## src/rtl/msg_tx_pkg.sv

```systemverilog
// Shared types and constants for the message transmitter.
package msg_tx_pkg;

    typedef enum logic [2:0] {
        ST_IDLE,
        ST_LOAD,
        ST_SEND,
        ST_NEXT,
        ST_FINISH
    } state_t;

    localparam logic [7:0] CR_BYTE = 8'h0D;
    localparam logic [7:0] LF_BYTE = 8'h0A;

endpackage

```

## src/rtl/uart_tx.sv

```systemverilog
// 8N1 UART transmitter: LSB first, idle high, one character per send strobe.
module uart_tx #(
    parameter int CLOCKS_PER_BIT = 868
) (
    input  logic       clk,
    input  logic       rst,
    input  logic       send,
    input  logic [7:0] data,
    output logic       busy,
    output logic       tx
);

    localparam int CNT_W = (CLOCKS_PER_BIT > 1) ? $clog2(CLOCKS_PER_BIT) : 1;
    localparam logic [CNT_W-1:0] CNT_LAST = CNT_W'(CLOCKS_PER_BIT - 1);

    logic [CNT_W-1:0] clk_cnt_reg;
    logic [3:0]       bits_left_reg;
    logic [8:0]       shift_reg;
    logic             busy_reg;
    logic             tx_reg;

    // Start bit goes out on the accepting edge; then 8 data bits and the stop
    // bit are shifted out, each held CLOCKS_PER_BIT cycles.
    always_ff @(posedge clk) begin
        if (rst) begin
            clk_cnt_reg   <= '0;
            bits_left_reg <= '0;
            shift_reg     <= '1;
            busy_reg      <= 1'b0;
            tx_reg        <= 1'b1;
        end else if (!busy_reg) begin
            if (send) begin
                busy_reg      <= 1'b1;
                tx_reg        <= 1'b0;
                shift_reg     <= {1'b1, data};
                bits_left_reg <= 4'd9;
                clk_cnt_reg   <= '0;
            end
        end else if (clk_cnt_reg == CNT_LAST) begin
            clk_cnt_reg <= '0;
            if (bits_left_reg == 4'd0) begin
                // End of stop bit; line is already high.
                busy_reg <= 1'b0;
            end else begin
                tx_reg        <= shift_reg[0];
                shift_reg     <= {1'b1, shift_reg[8:1]};
                bits_left_reg <= bits_left_reg - 4'd1;
            end
        end else begin
            clk_cnt_reg <= clk_cnt_reg + CNT_W'(1);
        end
    end

    assign busy = busy_reg;
    assign tx   = tx_reg;

endmodule

```

## src/rtl/msg_tx.sv

```systemverilog
// Message transmitter: sends a buffered byte string over UART on trigger,
// optionally followed by CR LF.
module msg_tx
    import msg_tx_pkg::*;
#(
    parameter  int CLOCKS_PER_BIT = 868,
    parameter  int DEPTH          = 32,
    parameter  int APPEND_CRLF    = 0,
    localparam int ADDR_W         = $clog2(DEPTH),
    localparam int LEN_W          = ADDR_W + 1
) (
    input  logic              clk,
    input  logic              rst,
    input  logic              wr_en,
    input  logic [ADDR_W-1:0] wr_addr,
    input  logic [7:0]        wr_data,
    input  logic [LEN_W-1:0]  len,
    input  logic              trigger,
    input  logic              abort,
    output logic              tx,
    output logic              busy,
    output logic              done
);

    // One extra bit so count + 2 never wraps when count == DEPTH.
    localparam int IDX_W = LEN_W + 1;
    localparam logic [IDX_W-1:0] EXTRA   = (APPEND_CRLF != 0) ? IDX_W'(2) : '0;
    localparam logic [LEN_W-1:0] DEPTH_L = LEN_W'(DEPTH);

    logic [7:0] mem [DEPTH];

    state_t           state_reg, state_next;
    logic [IDX_W-1:0] index_reg, index_next;
    logic [LEN_W-1:0] count_reg, count_next;
    logic             abort_reg, abort_next;

    logic             send;
    logic [7:0]       char_data;
    logic             char_busy;
    logic [IDX_W-1:0] total;
    logic             accept;

    assign busy   = (state_reg != ST_IDLE) && (state_reg != ST_FINISH);
    assign done   = (state_reg == ST_FINISH);
    assign total  = {1'b0, count_reg} + EXTRA;
    assign accept = trigger && ((len != '0) || (APPEND_CRLF != 0));

    // Buffer write port; frozen while a message is in flight.
    always_ff @(posedge clk) begin
        if (wr_en && !busy && ({1'b0, wr_addr} < DEPTH_L)) begin
            mem[wr_addr] <= wr_data;
        end
    end

    // Character select: message bytes, then CR, then LF.
    always_comb begin
        char_data = LF_BYTE;
        if (index_reg < {1'b0, count_reg}) begin
            char_data = mem[index_reg[ADDR_W-1:0]];
        end else if (index_reg == {1'b0, count_reg}) begin
            char_data = CR_BYTE;
        end
    end

    // FSM state and counters.
    always_ff @(posedge clk) begin
        if (rst) begin
            state_reg <= ST_IDLE;
            index_reg <= '0;
            count_reg <= '0;
            abort_reg <= 1'b0;
        end else begin
            state_reg <= state_next;
            index_reg <= index_next;
            count_reg <= count_next;
            abort_reg <= abort_next;
        end
    end

    // FSM next state; an abort is remembered and honoured between characters.
    always_comb begin
        state_next = state_reg;
        index_next = index_reg;
        count_next = count_reg;
        abort_next = abort_reg;
        send       = 1'b0;
        case (state_reg)
            ST_IDLE: begin
                abort_next = 1'b0;
                if (accept) begin
                    count_next = (len > DEPTH_L) ? DEPTH_L : len;
                    index_next = '0;
                    state_next = ST_LOAD;
                end
            end
            ST_LOAD: begin
                send = 1'b1;
                if (abort) abort_next = 1'b1;
                state_next = ST_SEND;
            end
            ST_SEND: begin
                if (abort) abort_next = 1'b1;
                if (!char_busy) begin
                    index_next = index_reg + IDX_W'(1);
                    state_next = (abort_reg || abort) ? ST_IDLE : ST_NEXT;
                end
            end
            ST_NEXT: begin
                if (abort_reg || abort) begin
                    state_next = ST_IDLE;
                end else if (index_reg == total) begin
                    state_next = ST_FINISH;
                end else begin
                    state_next = ST_LOAD;
                end
            end
            ST_FINISH: begin
                state_next = ST_IDLE;
            end
            default: begin
                state_next = ST_IDLE;
            end
        endcase
    end

    uart_tx #(
        .CLOCKS_PER_BIT(CLOCKS_PER_BIT)
    ) u_uart_tx (
        .clk  (clk),
        .rst  (rst),
        .send (send),
        .data (char_data),
        .busy (char_busy),
        .tx   (tx)
    );

endmodule

```

## config.mk

```make
export PLATFORM = sky130hd
export DESIGN_NAME = msg_tx
export DESIGN_NICKNAME = d
export VERILOG_FILES = /design/src/rtl/msg_tx_pkg.sv /design/src/rtl/uart_tx.sv /design/src/rtl/msg_tx.sv
export SDC_FILE = /design/constraint.sdc
export NUM_CORES = 1
export LEC_CHECK = 0
export BUFFER_PORTS_ARGS = -buffer_cell sky130_fd_sc_hd__buf_2
export CAP_MARGIN = 40
export CORE_AREA = 10 10 197 125
export DETAILED_ROUTE_END_ITERATION = 12
export DIE_AREA = 0 0 207 135
export PLACE_DENSITY = 0.76
export SYNTH_ARGS = -nofsm -noshare
export SYNTH_HDL_FRONTEND = slang
export SYNTH_SLANG_ARGS = --single-unit
```

## constraint.sdc

```tcl
create_clock -name clk -period 2.55 [get_ports clk]
set_input_delay 0.255 -clock clk [delete_from_list [all_inputs] [get_ports clk]]
set_output_delay 0.255 -clock clk [all_outputs]
set_load 0.05 [all_outputs]
```

==> impl_metrics.sql, run 1 <==
INSERT INTO impl_metrics (metric_group, metric, value, unit) VALUES
('status', 'outcome', 'finished clean', ''),
('sta', 'maxSlewViolCount', '0', ''),
('floorplanning', 'die_height', '135', 'microns'),
('synth', 'netlist_area', '0.01235', 'sq mm'),
('cells_and_area', 'layoutNonFillerInstCount', '1130', ''),
('cts', 'cts_repair_resize_count', '0', ''),
('floorplanning', 'io_pins', '27', ''),
('global_routing', 'number_of_antenna_violations_at_the_first_check_in_global_routing', '0', ''),
('synth', 'post_synth_num_cell_types', '59', ''),
('global_routing', 'grt_remaining_overflow', '0', ''),
('floorplanning', 'start_util', '59.32', '%'),
('critical_path', 'crit-reg2reg-capture', 'u_uart_tx.shift_reg[2]', ''),
('placed_design', 'port-buffer-count', '26', ''),
('floorplanning', 'die_w', '207', 'microns'),
('cells_and_area', 'n_fill_cell', '1396', ''),
('cts', 'cts.root.buffer_cell', 'sky130_fd_sc_hd__clkbuf_16', ''),
('route', 'final_antenna_net_count', '0', ''),
('synth', 'synthAdderAreaFrac', '0.9115', '%'),
('synth', 'yosys.area.top_type_share', '62.22', '%'),
('synth', 'synth.yosys.seq_area_share', '69.68', '%'),
('global_routing', 'grt_max_degree', '36', ''),
('cts', 'tritoncts_num_sinks', '302', ''),
('cts', 'clock_insertion_delay_worst_skew', '540', 'ps'),
('placed_design', 'detailedPlacementHpwl', '19200', 'microns'),
('sta', 'worst_pin_slew', '785.5', 'ps'),
('sta', 'finalCriticalPeriod', '2250', 'ps'),
('power_and_ir_drop', 'ir_drop', '570.2', 'uV'),
('cells_and_area', 'finish.utilization', '66.86', '%'),
('critical_path', 'startpoint_type_of_the_worst_setup_path', 'flip-flop', ''),
('cts', 'clock_tree_from_tritoncts', 'done', ''),
('synth', 'synth_area_leaders', 'sky130_fd_sc_hd__edfxtp_1 62%, sky130_fd_sc_hd__mux4_2 8.0%, sky130_fd_sc_hd__dfxtp_1 7.5%', ''),
('sta', 'timing.hold.ws', '19.46', 'ps'),
('flow_run', 'max_cap_viol_count', '0', ''),
('cts', 'postCtsSetupBuffers', '0', ''),
('synth', 'synth_enable_flop_cells', '256', ''),
('synth', 'combinational_family_with_the_most_area_after_synthesis', 'multiplexers', ''),
('cells_and_area', 'fin_nets', '863', ''),
('synth', 'synth_top_area_cell', 'sky130_fd_sc_hd__edfxtp_1', ''),
('cells_and_area', 'antenna-diode-count', '0', ''),
('sta', 'grt_setup_unrepaired', 'false', ''),
('synth', 'asyncSetResetFlopFracSynth', '0', '%'),
('synth', 'synth_nets', '789', ''),
('global_routing', 'grt.total_usage', '20.50', '%'),
('cells_and_area', 'syn_to_final_growth', '12.72', '%'),
('critical_path', 'critical_path.max_fanout', '14', ''),
('global_routing', 'grt_first_pass_wirelength', '44170', 'microns'),
('sta', 'finalCritPeriodShare', '88.25', '%'),
('hold_path', 'hold_start', 'len[4]', ''),
('route', 'vias', '7310', ''),
('critical_path', 'r2r_setup_slack', '300', 'ps'),
('synth', 'post_synth_most_frequent_cells', '256 x sky130_fd_sc_hd__edfxtp_1, 71 x sky130_fd_sc_hd__nor2_1, 46 x sky130_fd_sc_hd__dfxtp_1', ''),
('route', 'firstDrtPassIters', '7', ''),
('synth', 'yosysMostFrequentCell', 'sky130_fd_sc_hd__edfxtp_1', ''),
('sta', 'achievable-frequency', '444.3', 'MHz'),
('cts', 'cts_htree_levels', '1', ''),
('route', 'drtIter0Drc', '887', ''),
('synth', 'synth_xor_xnor_area_share', '0', '%'),
('synth', 'syn_avg_cell_area', '16.34', 'sq um'),
('power_and_ir_drop', 'pwr_density_cell', '708.9', 'mW/mm^2'),
('critical_path', 'timing.critical_path.to_type', 'flip-flop', ''),
('synth', 'ys_ff_latch', '302', ''),
('floorplanning', 'placeableCoreArea', '0.02083', 'sq mm'),
('route', 'sum_of_routed_wire_length_over_all_layers', '28960', 'microns'),
('critical_path', 'cp_data_required_time', '2960', 'ps'),
('sta', 'tns', '0', 'ps'),
('synth', 'synth_warnings', '0', ''),
('global_routing', 'grt_pass1_vias', '7200', ''),
('synth', 'ys_dominant_reg_cell', 'sky130_fd_sc_hd__edfxtp_1', ''),
('floorplanning', 'fp-row-count', '41', ''),
('route', 'avgRoutedWirePerCell', '25.63', 'microns'),
('placed_design', 'place_congestion', '0.9577', '');
## area by class of cell
cell class                 count  area (sq um)  area share, %
multi-input combinational    402          3470          24.91
tap                          279         349.1          2.507
clock inverter                12         98.84         0.7098
sequential                   302          8615          61.86
clock buffer                  38         748.2          5.373
inverter                      16         60.06         0.4313
timing repair buffer          81         585.6          4.205
## metal layers
metal	GRT usage (%)	up-vias	routed length [microns]
met5	0	-	0
met4	4.037	0	397
met3	5.389	41	3309
met2	30.67	445	12960
met1	29.72	3661	12300
li1	-	3163	-
## cell usage in the layout (no fill, tap or decap), types with 26 or more instances in the layout
master and count:
sky130_fd_sc_hd__buf_2 26, sky130_fd_sc_hd__nand2_1 35, sky130_fd_sc_hd__edfxtp_1 256, sky130_fd_sc_hd__mux4_2 44
sky130_fd_sc_hd__nor2_1 71, sky130_fd_sc_hd__mux2i_1 29, sky130_fd_sc_hd__clkbuf_16 28, sky130_fd_sc_hd__a21oi_1 34
sky130_fd_sc_hd__buf_4 50, sky130_fd_sc_hd__dfxtp_1 43
## kinds of logic (layout without fill, tap and decap cells)
group | count (synthesis) | count (layout)
flops | 302 | 302
mux | 90 | 90
fa+ha+maj | 9 | 9
buf+inv | 52 | 147
compound gates | 107 | 107
simple gates | 196 | 196
## critical path, stage by stage, from the launching register on
cell	delay [ps]
sky130_fd_sc_hd__dfxtp_2	590
sky130_fd_sc_hd__buf_4	340
sky130_fd_sc_hd__mux4_2	340
sky130_fd_sc_hd__o22ai_1	360
sky130_fd_sc_hd__o21ai_0	210
sky130_fd_sc_hd__o211ai_1	160
sky130_fd_sc_hd__a22oi_1	100
## worst max path at each step
stage / startpoint / end / slack [ps] / cells after the start
after global routing: flip-flop / u_uart_tx.shift_reg[4] / 130 / 7
after floorplan: state_reg[1] / mem[0][0] / 550 / 6
after detailed placement: flip-flop / u_uart_tx.shift_reg[4] / 320 / 7
after CTS: flip-flop / u_uart_tx.shift_reg[5] / 300 / 7
final: flip-flop / u_uart_tx.shift_reg[2] / 300 / 6
after global placement: flip-flop / u_uart_tx.shift_reg[4] / 340 / 7
## where the power goes
group	internal, mW	switching [mW]	leakage [nW]
Sequential	5.40	0.0455	2.68
Combinational	0.176	0.332	1.37
Clock	2.16	1.75	0.414
## stage by stage
stage	area [sq um]	total power [mW]	setup slack (ps)
after global routing	13930	10.17	125.4
after global placement	13060	6.016	341.9
after CTS	13930	9.917	298.0
after floorplan	12350	5.840	550.2
final	13930	9.873	299.5
after detailed placement	13060	6.044	323.8
Power figures use the tool's default switching activity.
==> run 2, diff against run 1 <==
--- a/config.mk
+++ b/config.mk
@@ -7,9 +7,9 @@
 export LEC_CHECK = 0
 export BUFFER_PORTS_ARGS = -buffer_cell sky130_fd_sc_hd__buf_2
 export CAP_MARGIN = 40
-export CORE_AREA = 10 10 197 125
+export CORE_AREA = 4 4 191 119
 export DETAILED_ROUTE_END_ITERATION = 12
-export DIE_AREA = 0 0 207 135
+export DIE_AREA = 0 0 195 123
 export PLACE_DENSITY = 0.76
 export SYNTH_ARGS = -nofsm -noshare
 export SYNTH_HDL_FRONTEND = slang
==> constraint.sdc (replaced) <==
create_clock -name clk -period 2.35 [get_ports clk]
set_input_delay 0.235 -clock clk [delete_from_list [all_inputs] [get_ports clk]]
set_output_delay 0.235 -clock clk [all_outputs]
set_load 0.05 [all_outputs]
==> run 2 against run 1 <==
Sequential share of layout area fell by 0.62 points. Sequential power is 8.4% higher. First-iteration DRC count up 12%. Highest routed layer unchanged. Cell area is 1.0% higher. Cell count up 1.2%. Total power increased by 8.7%. Critical path depth fell by 1. Fmax increased by 1.5%. Worst setup slack got worse by 170 ps. Largest cell class unchanged. Register-to-register slack got worse by 170 ps. Flip-flop and latch count did not move. Worst hold slack improved by 26 ps.
==> impl_metrics.sql, run 2 (same netlist as run 1, synthesis figures left out) <==
INSERT INTO impl_metrics (metric_group, metric, value, unit) VALUES
('floorplanning', 'io_pins', '27', ''),
('placed_design', 'detailedPlacementHpwl', '19440', 'microns'),
('sta', 'maxSlewViolCount', '0', ''),
('cts', 'clock_path_buffers', '3', ''),
('cts', 'cts.root.buffer_cell', 'sky130_fd_sc_hd__clkbuf_16', ''),
('floorplanning', 'die_w', '195', 'microns'),
('critical_path', 'setup.worst_path.class', 'reg2reg', ''),
('floorplanning', 'start_util', '59.32', '%'),
('sta', 'finalCritPeriodShare', '94.33', '%'),
('power_and_ir_drop', 'static_leak', '4.533', 'nW'),
('floorplanning', 'placeableCoreArea', '0.02083', 'sq mm'),
('sta', 'achievable-frequency', '451.1', 'MHz'),
('cells_and_area', 'fin_nets', '878', ''),
('cells_and_area', 'antenna-diode-count', '0', ''),
('sta', 'finalCriticalPeriod', '2217', 'ps'),
('global_routing', 'grt_remaining_overflow', '0', ''),
('cells_and_area', 'number_of_flip_flops_in_the_largest_register', '256', ''),
('global_routing', 'grt.total_usage', '24.57', '%'),
('global_routing', 'grt_pass1_vias', '7204', ''),
('cts', 'tritoncts_num_sinks', '302', ''),
('cells_and_area', 'layoutNonFillerInstCount', '1144', ''),
('sta', 'tns', '0', 'ps'),
('sta', 'timing.final.setup_violations', '0', ''),
('placed_design', 'place_congestion', '0.8754', ''),
('route', 'vias', '7388', ''),
('sta', 'layout_setup_ws', '133.3', 'ps'),
('placed_design', 'port-buffer-count', '26', ''),
('sta', 'timing.hold.ws', '45.64', 'ps'),
('placed_design', 'place_inst', '1083', ''),
('route', 'vias_per_cell', '6.458', ''),
('route', 'sum_of_routed_wire_length_over_all_layers', '29500', 'microns'),
('critical_path', 'worst-r2r-cell-count', '5', ''),
('route', 'firstDrtPassIters', '5', ''),
('sta', 'hold_violations', '0', ''),
('sta', 'worst_pin_slew', '686.6', 'ps'),
('route', 'avgRoutedWirePerCell', '25.79', 'microns'),
('critical_path', 'timing.critical_path.to_type', 'flip-flop', ''),
('sta', 'grt_setup_unrepaired', 'false', ''),
('hold_path', 'whs_path_depth', '3', ''),
('route', 'drtIter0Drc', '997', ''),
('cts', 'numCtsBuffers', '27', ''),
('floorplanning', 'fp-row-count', '41', ''),
('cells_and_area', 'most_frequent_cells_in_the_layout', '256 x sky130_fd_sc_hd__edfxtp_1, 70 x sky130_fd_sc_hd__nor2_1, 59 x sky130_fd_sc_hd__buf_4, 44 x sky130_fd_sc_hd__mux4_2, 43 x sky130_fd_sc_hd__dfxtp_1', ''),
('route', 'final_antenna_net_count', '0', ''),
('cells_and_area', 'final_common_cell', 'sky130_fd_sc_hd__edfxtp_1', ''),
('hold_path', 'timing.hold.worst.class', 'in2reg', ''),
('power_and_ir_drop', 'pwr_density_cell', '762.7', 'mW/mm^2'),
('cts', 'cts_htree_levels', '1', ''),
('placed_design', 'placedInstanceArea', '0.01311', 'sq mm'),
('global_routing', 'grt_max_degree', '36', ''),
('power_and_ir_drop', 'ir_drop', '727.9', 'uV'),
('cts', 'clock_tree_from_tritoncts', 'done', ''),
('cts', 'clock_insertion_delay_worst_skew', '540', 'ps'),
('cells_and_area', 'drive_gt1_share', '21.16', '%'),
('route', 'route.detailed.drc', '0', ''),
('global_routing', 'number_of_antenna_violations_at_the_first_check_in_global_routing', '1', ''),
('cells_and_area', 'finish.utilization', '67.54', '%'),
('status', 'outcome', 'finished clean', ''),
('critical_path', 'startpoint_type_of_the_worst_setup_path', 'flip-flop', ''),
('power_and_ir_drop', 'report.power.total', '10.73', 'mW'),
('flow_run', 'max_cap_viol_count', '0', ''),
('critical_path', 'cp_data_required_time', '2590', 'ps'),
('sta', 'worst_clock_skew', '17.44', 'ps'),
('global_routing', 'grt_first_pass_wirelength', '44410', 'microns'),
('floorplanning', 'fp.dieArea', '0.02399', 'sq mm'),
('cells_and_area', 'final_design_area_no_fill', '0.01407', 'sq mm'),
('critical_path', 'critical_path.max_fanout', '13', ''),
('placed_design', 'placement.setup.worst_slack', '98.81', 'ps'),
('critical_path', 'arrival_worst_endpoint', '2460', 'ps'),
('sta', 'slew_headroom', '54.16', '%'),
('cts', 'cts.clk_slew.worst_paths', '70', 'ps'),
('cells_and_area', 'syn_to_final_growth', '13.86', '%'),
('cells_and_area', 'n_fill_cell', '1422', ''),
('floorplanning', 'die_height', '123', 'microns');
-- run 2: per-layer routing --
metal / track usage [%] / vias up / share of wire (%)
met1: 38.16 / 3724 / 42
met3: 5.447 / 37 / 12
met5: 0 / - / 0
met4: 4.141 / 0 / 1.4
met2: 37.07 / 426 / 45
li1: - / 3201 / -
-- run 2: final cells by class --
cell class              instances  area (sq um)  share of cell area, %
flip-flops and latches        302          8615                  61.24
clock buffers                  41         748.2                  5.319
clock inverters                 8         90.09                 0.6404
inverters                      16         60.06                 0.4269
multi-input cells             402          3472                  24.68
well taps                     279         349.1                  2.482
repair buffers                 96         733.2                  5.212
-- run 2: repair_timing --
action / 4_1_cts / 5_1_grt
gates resized for setup: 0 / 1
endpoints found under the hold margin: 6 / 0
hold buffers: 6 / 0
setup endpoints to repair: 0 / 7
buffers inserted: 0 / 6
-- run 2: power by group --
| group | switching [mW] | leakage (nW) | internal (mW) |
|---|---|---|---|
| registers | 0.0451 | 2.68 | 5.87 |
| clock network | 1.83 | 0.407 | 2.41 |
| logic | 0.366 | 1.45 | 0.214 |
-- run 2: critical path, cell delays in order, from the launching register on --
cell and delay [ps]:
sky130_fd_sc_hd__dfxtp_1 450, sky130_fd_sc_hd__nor2_1 300, sky130_fd_sc_hd__nand2_1 130, sky130_fd_sc_hd__or3_1 540, sky130_fd_sc_hd__nor2_1 250, sky130_fd_sc_hd__buf_4 240
-- run 2: worst paths after layout --
kind                 from           end  slack (ps)
max          state_reg[1]     mem[4][5]         130
min                len[5]  count_reg[5]          50
max reg2reg  state_reg[1]     mem[4][5]         130
min reg2reg  count_reg[2]  count_reg[2]         460
==> run 3, diff against run 2 <==
==> constraint.sdc (replaced) <==
create_clock -name clk -period 2.8 [get_ports clk]
set_input_delay 0.28 -clock clk [delete_from_list [all_inputs] [get_ports clk]]
set_output_delay 0.28 -clock clk [all_outputs]
set_load 0.05 [all_outputs]
==> run 3 against run 2 <==
Clock power is 9.9% lower. Non-clock buffer count down 30. Via count fell by 3.6%. Wire length decreased by 5.3%. Fmax is 12% lower. Combinational power decreased by 24%. Sequential share of layout area is 0.87 points higher. Clock skew is 8.2 ps lower. First-iteration DRC count shrank 14%. Worst setup slack better by 140 ps. Cell area fell by 1.4%. Total power down 14%. Highest routed layer unchanged.
==> impl_metrics.sql, run 3 (same netlist as run 1, synthesis figures left out) <==
INSERT INTO impl_metrics (metric_group, metric, value, unit) VALUES
('sta', 'tns', '0', 'ps'),
('power_and_ir_drop', 'seq_power_share', '53.8', '%'),
('critical_path', 'cpMaxStageDelayCell', 'sky130_fd_sc_hd__nor2_1', ''),
('cts', 'cts.root.buffer_cell', 'sky130_fd_sc_hd__clkbuf_16', ''),
('floorplanning', 'fp.dieArea', '0.02399', 'sq mm'),
('critical_path', 'arrival_worst_endpoint', '2690', 'ps'),
('power_and_ir_drop', 'static_leak', '4.415', 'nW'),
('sta', 'grt_setup_unrepaired', 'false', ''),
('power_and_ir_drop', 'internal_power', '7.270', 'mW'),
('power_and_ir_drop', 'p_switching', '1.959', 'mW'),
('global_routing', 'grt_pass1_vias', '6900', ''),
('cells_and_area', 'most_frequent_cells_in_the_layout', '256 x sky130_fd_sc_hd__edfxtp_1, 71 x sky130_fd_sc_hd__nor2_1, 44 x sky130_fd_sc_hd__mux4_2, 43 x sky130_fd_sc_hd__dfxtp_1, 38 x sky130_fd_sc_hd__buf_4', ''),
('route', 'route.detailed.drc', '0', ''),
('cts', 'clock_tree_from_tritoncts', 'done', ''),
('cts', 'cts.hold.buffers_added', '0', ''),
('cells_and_area', 'syn_to_final_growth', '12.27', '%'),
('cells_and_area', 'number_of_flip_flops_in_the_largest_register', '256', ''),
('sta', 'hold_violations', '0', ''),
('route', 'drtIter0Drc', '861', ''),
('global_routing', 'grt.total_usage', '23.88', '%'),
('power_and_ir_drop', 'report.power.total', '9.229', 'mW'),
('route', 'avgRoutedWirePerCell', '25.11', 'microns'),
('cts', 'cts.clk_slew.worst_paths', '70', 'ps'),
('cts', 'clock_path_buffers', '3', ''),
('critical_path', 'critical-path-top-delay-family', 'simple AND/OR/NAND/NOR gates', ''),
('critical_path', 'startpoint_type_of_the_worst_setup_path', 'flip-flop', ''),
('cts', 'cts_repair_resize_count', '0', ''),
('cells_and_area', 'finish.utilization', '66.60', '%'),
('cts', 'numCtsBuffers', '26', ''),
('sta', 'worst_pin_slew', '911.3', 'ps'),
('flow_run', 'max_cap_viol_count', '0', ''),
('floorplanning', 'start_util', '59.32', '%'),
('floorplanning', 'io_pins', '27', ''),
('route', 'final_antenna_net_count', '0', ''),
('critical_path', 'cp_slowest_stage_delay', '780', 'ps'),
('placed_design', 'detailedPlacementHpwl', '18590', 'microns'),
('status', 'outcome', 'finished clean', ''),
('cts', 'clock_insertion_delay_worst_skew', '540', 'ps'),
('sta', 'slew_headroom', '39.02', '%'),
('global_routing', 'grt_first_pass_wirelength', '42880', 'microns'),
('critical_path', 'crit_top_cell', 'sky130_fd_sc_hd__nor2_1', ''),
('cts', 'postCtsSetupBuffers', '0', ''),
('power_and_ir_drop', 'share_clk_of_total_power', '41.4', '%'),
('cells_and_area', 'antenna-diode-count', '0', ''),
('critical_path', 'critical_path.max_fanout', '13', ''),
('route', 'sum_of_routed_wire_length_over_all_layers', '27950', 'microns'),
('power_and_ir_drop', 'ir_drop', '843.6', 'uV'),
('floorplanning', 'die_w', '195', 'microns'),
('sta', 'maxSlewViolCount', '0', ''),
('sta', 'finalCritPeriodShare', '90.09', '%'),
('critical_path', 'setup.worst_path.class', 'reg2reg', ''),
('sta', 'finalCriticalPeriod', '2522', 'ps'),
('critical_path', 'critical_path_buf_inv_count', '0', ''),
('cells_and_area', 'final_common_cell', 'sky130_fd_sc_hd__edfxtp_1', ''),
('critical_path', 'timing.critical_path.to_type', 'flip-flop', ''),
('floorplanning', 'fp-row-count', '41', ''),
('sta', 'layout_setup_ws', '277.6', 'ps'),
('floorplanning', 'placeableCoreArea', '0.02083', 'sq mm'),
('route', 'firstDrtPassIters', '5', ''),
('cts', 'cts_htree_levels', '1', ''),
('route', 'vias_per_cell', '6.397', ''),
('global_routing', 'grt_max_degree', '36', ''),
('cts', 'tritoncts_num_sinks', '302', ''),
('placed_design', 'placement.setup.worst_slack', '309.9', 'ps'),
('global_routing', 'grt_remaining_overflow', '0', ''),
('power_and_ir_drop', 'pwr_density_cell', '665.4', 'mW/mm^2'),
('sta', 'timing.final.setup_violations', '0', ''),
('critical_path', 'cp_cell_sequence', 'nor2_1, nand2_1, or3_1, nor2_1', ''),
('cells_and_area', 'drive_gt1_share', '20.26', '%'),
('critical_path', 'cp_data_required_time', '2970', 'ps'),
('sta', 'achievable-frequency', '396.5', 'MHz'),
('placed_design', 'place_congestion', '0.9595', ''),
('power_and_ir_drop', 'switching_share', '21.23', '%'),
('hold_path', 'timing.hold.worst.class', 'in2reg', ''),
('sta', 'worst_clock_skew', '9.249', 'ps'),
('power_and_ir_drop', 'comb_power_share', '4.8', '%'),
('floorplanning', 'die_height', '123', 'microns'),
('cells_and_area', 'fin_nets', '847', ''),
('placed_design', 'port-buffer-count', '26', ''),
('global_routing', 'number_of_antenna_violations_at_the_first_check_in_global_routing', '0', ''),
('route', 'vias', '7120', '');
-- run 3: cell type report --
type / instances / area (sq um)
sequential: 302 / 8615
fill: 1381 / 6957
multi-input combinational: 402 / 3470
clock buffer: 31 / 710.7
timing repair buffer: 66 / 455.4
tap: 279 / 349.1
clock inverter: 17 / 211.5
inverter: 16 / 60.06
-- run 3: per-layer routing --
| metal | share of wire [%] | vias up | GRT usage [%] | wire length [microns] |
|---|---|---|---|---|
| met3 | 11 | 54 | 6.563 | 2996 |
| met4 | 2.0 | 0 | 4.752 | 565 |
| li1 | - | 3124 | - | - |
| met5 | 0 | - | 0 | 0 |
| met1 | 44 | 3596 | 37.54 | 12340 |
| met2 | 43 | 346 | 34.16 | 12050 |
-- run 3: tightest hold or removal path, cell delays in order --
cell	delay [ps]
sky130_fd_sc_hd__buf_2	110
sky130_fd_sc_hd__nand3b_1	80
sky130_fd_sc_hd__a21oi_1	70
-- run 3: power groups by stage --
stage | registers [mW] | logic [mW] | clock network, mW
3_5_place_dp | 5.06 | 0.434 | 0
5_1_grt | 4.97 | 0.483 | 4.07
3_3_place_gp | 5.06 | 0.415 | 0
2_1_floorplan | 5.04 | 0.277 | 0
4_1_cts | 4.96 | 0.438 | 3.87
6_report | 4.96 | 0.442 | 3.82
-- run 3: worst paths after layout --
| path | start | endpoint | slack, ps | depth (start not counted) |
|---|---|---|---|---|
| setup / recovery | state_reg[1] | mem[28][0] | 280 | 4 |
| hold / removal | len[1] | count_reg[1] | 40 | 3 |
| setup reg to reg | state_reg[1] | mem[28][0] | 280 | 4 |
| hold reg to reg | count_reg[2] | count_reg[2] | 460 | 2 |
-- run 3: per-stage QoR --
| stage | hold slack [ps] | area (sq um) | instances |
|---|---|---|---|
| after floorplan | 378.9 | 12350 | 756 |
| after global placement | 442.8 | 12940 | 1064 |
| after detailed placement | 452.8 | 12940 | 1064 |
| after CTS | 12.43 | 13860 | 1112 |
| after global routing | 29.76 | 13870 | 1113 |
| final | 42.15 | 13870 | 1113 |
